`src/rtl/pwm_deadtime.sv`:
```
// Dead-time generator: turns one PWM bit into a complementary hi/lo gate pair with programmable dead time.
// Optional latched fault shutdown when PWM_DEADTIME_FAULT_EN is defined.
module pwm_deadtime #(
  parameter int W = 16
) (
  input  logic         clk,
  input  logic         rst_n,
  input  logic         pwm_in,
  input  logic [W-1:0] dt_d,
  input  logic         dt_we,
`ifdef PWM_DEADTIME_FAULT_EN
  input  logic         fault_in,
  input  logic         fault_clr,
  output logic         fault_o,
`endif
  output logic         out_hi,
  output logic         out_lo,
  output logic         dead,
  output logic         glitch,
  output logic [W-1:0] dt
);

`ifdef PWM_DEADTIME_FAULT_EN
  typedef enum logic [2:0] {LO_ON, DEAD_RISE, HI_ON, DEAD_FALL, FAULT} state_t;
`else
  typedef enum logic [1:0] {LO_ON, DEAD_RISE, HI_ON, DEAD_FALL} state_t;
`endif

  localparam logic [W-1:0] ONE = {{(W-1){1'b0}}, 1'b1};

  state_t       state_q, state_d;
  logic [W-1:0] cnt_q, cnt_d;
  logic [W-1:0] dt_q;
  logic         pwm_q;
  logic         glitch_d;
  logic         out_hi_q, out_lo_q, dead_q, glitch_q;
`ifdef PWM_DEADTIME_FAULT_EN
  logic         fault_q;
`endif

  // Abort check comes before the count check so a pulse of exactly dt cycles is suppressed.
  always_comb begin
    state_d  = state_q;
    cnt_d    = cnt_q;
    glitch_d = 1'b0;
    case (state_q)
      LO_ON:
        if (pwm_q) begin
          if (dt_q == '0) state_d = HI_ON;
          else begin
            state_d = DEAD_RISE;
            cnt_d   = dt_q - ONE;
          end
        end
      DEAD_RISE:
        if (!pwm_q) begin
          state_d  = LO_ON;
          glitch_d = 1'b1;
        end else if (cnt_q == '0) state_d = HI_ON;
        else cnt_d = cnt_q - ONE;
      HI_ON:
        if (!pwm_q) begin
          if (dt_q == '0) state_d = LO_ON;
          else begin
            state_d = DEAD_FALL;
            cnt_d   = dt_q - ONE;
          end
        end
      DEAD_FALL:
        if (pwm_q) begin
          state_d  = HI_ON;
          glitch_d = 1'b1;
        end else if (cnt_q == '0) state_d = LO_ON;
        else cnt_d = cnt_q - ONE;
`ifdef PWM_DEADTIME_FAULT_EN
      FAULT:
        if (fault_clr && !fault_in) begin
          state_d = DEAD_FALL;
          cnt_d   = dt_q;
        end
`endif
      default: state_d = DEAD_FALL;
    endcase
`ifdef PWM_DEADTIME_FAULT_EN
    // Fault overrides every transition and freezes the counter.
    if (fault_in) begin
      state_d  = FAULT;
      cnt_d    = cnt_q;
      glitch_d = 1'b0;
    end
`endif
  end

  // Outputs are decoded from the next state so they are flops aligned with the state register.
  always_ff @(posedge clk or negedge rst_n) begin
    if (!rst_n) begin
      state_q  <= DEAD_FALL;
      cnt_q    <= '0;
      pwm_q    <= 1'b0;
      dt_q     <= '0;
      out_hi_q <= 1'b0;
      out_lo_q <= 1'b0;
      dead_q   <= 1'b1;
      glitch_q <= 1'b0;
`ifdef PWM_DEADTIME_FAULT_EN
      fault_q  <= 1'b0;
`endif
    end else begin
      state_q  <= state_d;
      cnt_q    <= cnt_d;
      pwm_q    <= pwm_in;
      if (dt_we) dt_q <= dt_d;
      out_hi_q <= (state_d == HI_ON);
      out_lo_q <= (state_d == LO_ON);
      dead_q   <= (state_d == DEAD_RISE) || (state_d == DEAD_FALL);
      glitch_q <= glitch_d;
`ifdef PWM_DEADTIME_FAULT_EN
      fault_q  <= (state_d == FAULT);
`endif
    end
  end

  assign out_hi = out_hi_q;
  assign out_lo = out_lo_q;
  assign dead   = dead_q;
  assign glitch = glitch_q;
  assign dt     = dt_q;
`ifdef PWM_DEADTIME_FAULT_EN
  assign fault_o = fault_q;
`endif

endmodule

```
`config.mk`:
```
export PLATFORM = sky130hd
export DESIGN_NAME = pwm_deadtime
export DESIGN_NICKNAME = d
export VERILOG_FILES = /design/src/rtl/pwm_deadtime.sv
export SDC_FILE = /design/constraint.sdc
export NUM_CORES = 1
export LEC_CHECK = 0
export CAP_MARGIN = 20
export CORE_MARGIN = 8
export CORE_UTILIZATION = 36
export DETAILED_ROUTE_END_ITERATION = 16
export DONT_BUFFER_PORTS = 1
export GPL_TIMING_DRIVEN = 0
export PLACE_DENSITY_LB_ADDON = 0.25
export RECOVER_POWER = 50
export SLEW_MARGIN = 25
export SYNTH_ARGS = -nofsm -noshare
export SYNTH_HDL_FRONTEND = slang
export SYNTH_SLANG_ARGS = --single-unit
```
`constraint.sdc`:
```
create_clock -name clk -period 4.9 [get_ports clk]
set_input_delay 0 -clock clk [delete_from_list [all_inputs] [get_ports clk]]
set_output_delay 0 -clock clk [all_outputs]
set_load 0.01 [all_outputs]
```
Word level (Yosys, flattened, before mapping)
Cells that the tools add are included.
Widths: inputs -> output; s select.
Operators by class
  add/subtract/negate cells: 2
  equality and inequality tests: 10
  muxes and demuxes: 19
  reductions and logical operators: 6
Operators by type and width (number)
  $mux 16: 6
  $pmux 16 s4: 1
  $logic_not 16->1: 2
  $sub 16x1->16 const B: 2
  $mux 2: 8
  $eq 2x2->1 const B: 4
  $ne 2x2->1 const B: 4
  $pmux 2 s4: 1
  $eq 2x1->1 const B: 2
  $logic_not 2->1: 2
  $reduce_and 4->1: 1
  $mux 1: 2
  $pmux 1 s2: 1
  $logic_or 1x1->1: 1
Word-level totals
  register bits after elaboration: 39
  input port bits: 20
  output and inout port bits: 20
  word-level logic and storage cells: 45

Depth between registers and ports, before layout
Gate-level depths: netlist (run 1).
  depth in word-level cells: 6
  depth in mapped cells: 11
  gate-level depth less buffers: 7

Worst setup path before layout (run 1)
OpenSTA, ideal clock, no wires.
  path kind: register to register
  from: register state_q[0]
  to: register cnt_q[6]
  setup time: 0.096 ns
  arrival time: 3.010 ns
  data required time: 4.804 ns
  slack: 1.794 ns
  cell stages (with the launch flop): 11
  path buffers: 4
  clock period less this slack: 3.106 ns
  cells stage by stage: dfstp_2 -> buf_2 -> buf_1 -> buf_1 -> clkbuf_1 -> mux2i_1 -> ha_1 -> o221ai_1 -> a211o_1 -> xor2_1 -> a311oi_2
On the way
  longest elaborated chain between the ends: 3
  elaborated cells between the ends (all ways): 10
  classes of those cells: eq/ne (7); mux (1); reduce/logical (2)
RTL lines
  from (decl): RTL line 31  | state_t state_q, state_d;
  from (signal assigned): RTL line 109  | state_q <= state_d;
  $eq 2x2->1 (tied with other cells): RTL line 46  | case (state_q)
  $ne 2x2->1 (no source line)
  $reduce_and 4->1 (no source line)
  to (signal assigned): RTL line 110  | cnt_q <= cnt_d;
  to (decl): RTL line 32  | logic [W-1:0] cnt_q, cnt_d;
Several ways; a longest one is shown, not always the timed one.
A chain may end at the register's enable or synchronous reset.

Worst setup path in the final report (run 1)
  from: register state_q[0]
  to: register cnt_q[12]
Same word-level chain as after synthesis.

==> results of run 1 <==
timing repair:
action                                 CTS  global route
buffers inserted                         0             0
hold buffers                            19             0
endpoints found under the hold margin   56             0
final timing paths:
kind                            start   endpoint  slack, ns  depth (start not counted)
min in group asynchronous       rst_n     dt[10]       0.88                          2
min reg2reg                  cnt_q[9]   cnt_q[9]       0.50                          1
min                             dt_we     dt[11]       0.23                          2
max reg2reg                state_q[0]  cnt_q[12]       0.89                         11
max                        state_q[0]  cnt_q[12]       0.89                         11
max in group asynchronous       rst_n      dt[1]       2.81                          2
registers in the layout (all words and copies together), names as in the netlist:
| signal | count |
|---|---|
| out_hi | 1 |
| cnt_q | 16 |
| dead | 1 |
| dt | 16 |
| glitch | 1 |
| out_lo | 1 |
| state_q | 2 |
| pwm_q | 1 |
power by group through the flow:
| stage | Sequential (mW) | Combinational, mW | Clock, mW |
|---|---|---|---|
| final | 0.442 | 0.181 | 0.219 |
| after global routing | 0.451 | 0.200 | 0.240 |
| after global placement | 0.447 | 0.159 | 0 |
| after CTS | 0.442 | 0.184 | 0.230 |
| after detailed placement | 0.448 | 0.164 | 0 |
| after floorplan | 0.426 | 0.137 | 0 |
per-stage QoR:
step / setup WS, ns / total power [mW] / area, µm² / cells / util [%]
after floorplan: 1.79 / 0.562 / 2260 / 227 / -
after global placement: 0.958 / 0.606 / 2360 / 304 / 38.0
after detailed placement: 0.910 / 0.612 / 2360 / 304 / 38.0
after CTS: 0.911 / 0.856 / 2650 / 331 / 42.7
after global routing: 0.630 / 0.892 / 2630 / 331 / 42.4
final: 0.894 / 0.842 / 2630 / 331 / 42.4
final cells by class:
type | count | area share [%]
Multi-Input combinational cell | 168 | 44.8
Sequential cell | 39 | 37.2
Timing Repair Buffer | 19 | 6.99
Tap cell | 77 | 3.66
Buffer | 13 | 2.76
Clock buffer | 5 | 2.61
Inverter | 7 | 1.19
Clock inverter | 3 | 0.760
logic make-up (layout without fill, tap and decap cells):
kind of cell               Yosys count  count (layout)  synth area share (%)
adders and majority gates            1               1                 0.553
DFF                                 39              39                  43.3
muxes                               22              22                  10.7
and+or+nand+nor                     86              86                  21.1
xor gates and xnor gates            13              13                  5.03
AOI/OAI and AO/OA                   46              46                  14.8
buffers and inverters               20              47                  4.59
metal layers:
layer	share of wire, %	wire (µm)
met2	48	2830
met3	4.3	256
met5	0	0
met4	1.1	63
met1	46	2740
worst reg2reg max path: cells and delay by family, from the launching register on:
| kind | cells | cell delay, ns |
|---|---|---|
| mux | 1 | 0.26 |
| simple gates | 1 | 0.21 |
| fa+ha+maj | 1 | 0.26 |
| buf+inv | 4 | 1.61 |
| compound gates | 4 | 1.05 |
| flops | 1 | 0.53 |
cells in the mapped netlist, types with 6 or more instances:
cell type	instances
dfrtp_1	36
nand3_1	7
a21oi_1	8
o22ai_1	9
mux2_2	17
nand2_1	10
o21ai_0	11
nor3_1	10
xor2_1	8
or4_1	6
inv_1	6
nor2_1	20
layout by cell type (no fill, tap or decap), drive strengths merged, types with 2 or more instances in the layout:
master,synthesis,layout
or3,6,6
xor2,8,8
nand3,7,7
dlygate4sd3,0,18
nor3,12,12
nor4,2,2
mux2i,5,5
nor2,20,20
nand4,4,4
xnor2,5,5
nand2,10,10
mux2,17,17
buf,8,8
dfrtp,36,36
a211oi,2,2
dfstp,3,3
o32ai,2,2
clkinvlp,0,2
a21oi,9,9
nor3b,4,4
o22ai,9,9
inv,7,7
nand2b,4,4
a311oi,3,3
clkbuf,5,11
or2,4,4
or3b,2,2
o21ai,11,11
or4,6,6
==> results_dict.tcl, run 1 <==
set metrics [dict create \
    routedWlPerCell_um 17.8 \
    clkPwrFrac_pct 26.0 \
    syn-cell-area_mm2 0.00226 \
    grt_remaining_overflow 0 \
    worstSetupPathType "flop to flop" \
    synth_cells 227 \
    cts.sinks 39 \
    crit_path_frequent_cell "buf_1" \
    fp.dieH_um 95.3 \
    report.final.slew_viol_count 40 \
    drt-pass1-iter-count 4 \
    gp_congestion 0.859 \
    synth_edf_count 0 \
    pwr-share-seq_pct 52.5 \
    grt_max_degree 40 \
    synth_top_area_cell "dfrtp_1" \
    synth_seq_area_share_pct 43.3 \
    fp-row-count 29 \
    grt_pass1_vias 1826 \
    rsz0062_at_grt "false" \
    min_period_over_period_pct 81.8 \
    area_delta_synth_final_pct 16.3 \
    drive_above_1_share_pct 18.5 \
    dieWidth_um 95.3 \
    p_switching_uw 284 \
    critPathBufInv 4 \
    max_cap_viol_count 1 \
    hp-class "input pin to flop" \
    grt.met3_usage_pct 2.99 \
    grt_pass1_wl_um 9690 \
    finalWirelength_um 5890 \
    cp_max_fo 10 \
    regArea_um2 980 \
    async_flop_share_pct 100 \
    fmax_mhz 250 \
    hold_viol 0 \
    ys_seq_elements 39 \
    start_kind "flop" \
    antenna_cells 0 \
    use_met2_pct 21.1 \
    drtIter0Drc 110 \
    synth-main-ff-cell "dfrtp_1" \
    vias 1847 \
    swShare_pct 33.8 \
    core_mm2 0.00620 \
    finalNetCount 274 \
    root_buffer "clkbuf_8" \
    clkSlewWorstSetupHoldPaths_ns 0.08 \
    io_pins 40 \
    portBuffers 0 \
    yosys_warnings 0 \
    fin_worst_skew_ns 0.00615 \
    route.detailed.drc 0 \
    nFillCells 594 \
    min_period_ns 4.01 \
    critPathSlowestCell "dfstp_2" \
    worst_pin_slew_ns 2.13 \
    cp-end-kind "flop" \
    yosys.area.top_type_share_pct 39.8 \
    dp_hpwl_um 4280 \
    met1_usage_pct 18.4 \
    fin_hold_ws_ns 0.235 \
    htree_levels 2 \
    synth_fp_nets 248 \
    power_density_mw_per_mm2 320 \
    clockBufferDepth 2 \
    slowest_delay_ns 0.53 \
    yosysUniqueCellTypes 52 \
    violations "capacitance limit, slew limit" \
    combinationalPowerShare_pct 21.5 \
    multi_input_area_mm2 0.00118 \
    clk_latency_ns 0.29 \
    cp.required_ns 5.11 \
    cts_buffers 5 \
    leakagePower_nw 1.01 \
    initial_core_util_pct 36.5 \
    crit_arrival_ns 4.21 \
    synth_area_leaders "dfrtp_1 40%, mux2_2 8.5%, dfstp_2 3.5%" \
    syn_avg_cell_area_um2 9.97 \
    ant_nets 0 \
    grt_use_total_pct 13.8 \
    finalSetupTns_ns 0 \
    cts_tree "done" \
    crit_chain "buf_2 > buf_1 > buf_1 > clkbuf_1 > mux2i_1 > ha_1 > o221ai_1 > a21oi_2 > and2b_1 > o21ai_0 > a211oi_1" \
    p_int_uw 558 \
    crit_family "buffers and inverters" \
    die-area_mm2 0.00908 \
    ir_drop_uv 190 \
    grt_antenna_before_repair 0 \
    cts.repair.resized 0 \
    busiest_layer "met2" \
    routed_via_density 5.58 \
    setup_viol 0 \
    max-slew-margin-rel_pct -42.3 \
    status "finished with violations" \
]
(Power assumes the default switching activity.)
==> run 2: changes to the inputs <==
==> constraint.sdc (replaced) <==
create_clock -name clk -period 3.6 [get_ports clk]
set_input_delay 0 -clock clk [delete_from_list [all_inputs] [get_ports clk]]
set_output_delay 0 -clock clk [all_outputs]
set_load 0.01 [all_outputs]
==> run 2 against run 1 <==
Compared with the run above:
- the flow still finishes with violations (capacitance limit, slew limit)
- die area unchanged
- sequential power increased by 36%
- combinational power grew 36%
- highest routed layer unchanged
- critical endpoint unchanged
==> results_dict.tcl, run 2 (synthesis gave the netlist of run 1 again) <==
set metrics [dict create \
    finalSetupTns_ns 0 \
    p_total_mw 1.15 \
    portBuffers 0 \
    place_inst 304 \
    rsz0062_at_grt "false" \
    grt_use_total_pct 13.7 \
    routedWlPerCell_um 17.8 \
    route.detailed.drc 0 \
    grt_pass1_wl_um 9640 \
    ant_nets 0 \
    min_period_ns 3.34 \
    cts_buffers 5 \
    area_delta_synth_final_pct 16.3 \
    fmax_mhz 300 \
    min_period_over_period_pct 92.7 \
    busiest_layer "met2" \
    grt_antenna_before_repair 0 \
    antenna_cells 0 \
    finalNetCount 273 \
    setup_slack_ns 0.262 \
    dieWidth_um 95.3 \
    report.final.slew_viol_count 40 \
    die-area_mm2 0.00908 \
    fp.dieH_um 95.3 \
    drtIter0Drc 103 \
    critPathBufInv 3 \
    cp-end-kind "flop" \
    ir_drop_uv 259 \
    max-slew-margin-rel_pct -42.0 \
    initial_core_util_pct 36.5 \
    grt_remaining_overflow 0 \
    vias 1837 \
    fin_hold_ws_ns 0.233 \
    final_cells 330 \
    core_mm2 0.00620 \
    routed_via_density 5.57 \
    violations "capacitance limit, slew limit" \
    root_buffer "clkbuf_8" \
    clk_latency_ns 0.30 \
    worst_pin_slew_ns 2.13 \
    grt_pass1_vias 1819 \
    clkSlewWorstSetupHoldPaths_ns 0.08 \
    met1_usage_pct 18.2 \
    grt_max_degree 40 \
    use_met2_pct 20.9 \
    leakagePower_nw 1.01 \
    status "finished with violations" \
    cts.sinks 39 \
    dp_slack_ns -0.390 \
    start_kind "flop" \
    crit_chain "buf_2 > buf_2 > clkbuf_2 > mux2i_1 > ha_1 > o221ai_1 > a21oi_2 > and2b_1 > o21ai_0 > a211oi_1" \
    crit_family "compound AO/OA/AOI/OAI gates" \
    grt.met3_usage_pct 2.99 \
    layout_commonest_cell "dfrtp_1" \
    io_pins 40 \
    setup_viol 0 \
    htree_levels 2 \
    cts_setup_buffers 0 \
    worstSetupPathType "flop to flop" \
    hp-class "input pin to flop" \
    max_cap_viol_count 1 \
    power_density_mw_per_mm2 436 \
    crit_path_frequent_cell "buf_2" \
    drt-pass1-iter-count 4 \
    fin_worst_skew_ns 0.00687 \
    cp_max_fo 19 \
    slowest_delay_ns 0.53 \
    gp_congestion 0.859 \
    clockBufferDepth 2 \
    fp-row-count 29 \
    cts_tree "done" \
    critPathSlowestCell "dfstp_2" \
    finalWirelength_um 5890 \
    cp.required_ns 3.81 \
    drive_above_1_share_pct 19.4 \
    hold_viol 0 \
    layout_common_cells "36 x dfrtp_1, 20 x nor2_1, 18 x dlygate4sd3_1" \
    crit_arrival_ns 3.55 \
    dp_hpwl_um 4280 \
]
-- run 2: cell types whose count changed in the layout (fill, tap and decap cells not counted), sizes merged --
| cell | change |
|---|---|
| buf | -1 |
-- run 2: cell type report --
| cell class | count | area (µm²) |
|---|---|---|
| Fill cell | 593 | 3570 |
| Timing Repair Buffer | 19 | 184 |
| Inverter | 7 | 31.3 |
| Sequential cell | 39 | 980 |
| Tap cell | 77 | 96.3 |
| Multi-Input combinational cell | 168 | 1180 |
| Clock inverter | 3 | 20.0 |
| Buffer | 12 | 71.3 |
| Clock buffer | 5 | 68.8 |
-- run 2: metrics by stage --
stage | utilization [%] | instance area (µm²)
2_1_floorplan | - | 2260
3_3_place_gp | 38.0 | 2360
3_5_place_dp | 38.0 | 2360
4_1_cts | 42.7 | 2650
5_1_grt | 42.4 | 2630
6_report | 42.4 | 2630
-- run 2: power by group --
| group | internal [mW] | switching [mW] | total [mW] |
|---|---|---|---|
| clock | 0.135 | 0.165 | 0.300 |
| sequential | 0.502 | 0.100 | 0.602 |
| combinational | 0.123 | 0.124 | 0.246 |
-- run 2: metal layers --
metal	share of wire [%]	routed length, µm
met5	0	0
met2	47	2790
met4	1.4	80
met1	47	2750
met3	4.4	260
-- run 2: what timing repair did --
action / in CTS / in global routing
setup endpoints to repair: 5 / 0
resized for setup: 2 / 0
hold endpoints to repair: 56 / 0
hold buffers: 19 / 0
-- run 2: worst paths after layout --
check / from / endpoint / slack (ns) / cells after the start
max: state_q[0] / cnt_q[12] / 0.26 / 10
min: dt_we / dt[11] / 0.23 / 2
max reg2reg: state_q[0] / cnt_q[12] / 0.26 / 10
min reg2reg: cnt_q[9] / cnt_q[9] / 0.50 / 1
max in group asynchronous: rst_n / dt[1] / 1.52 / 2
min in group asynchronous: rst_n / dt[10] / 0.88 / 2
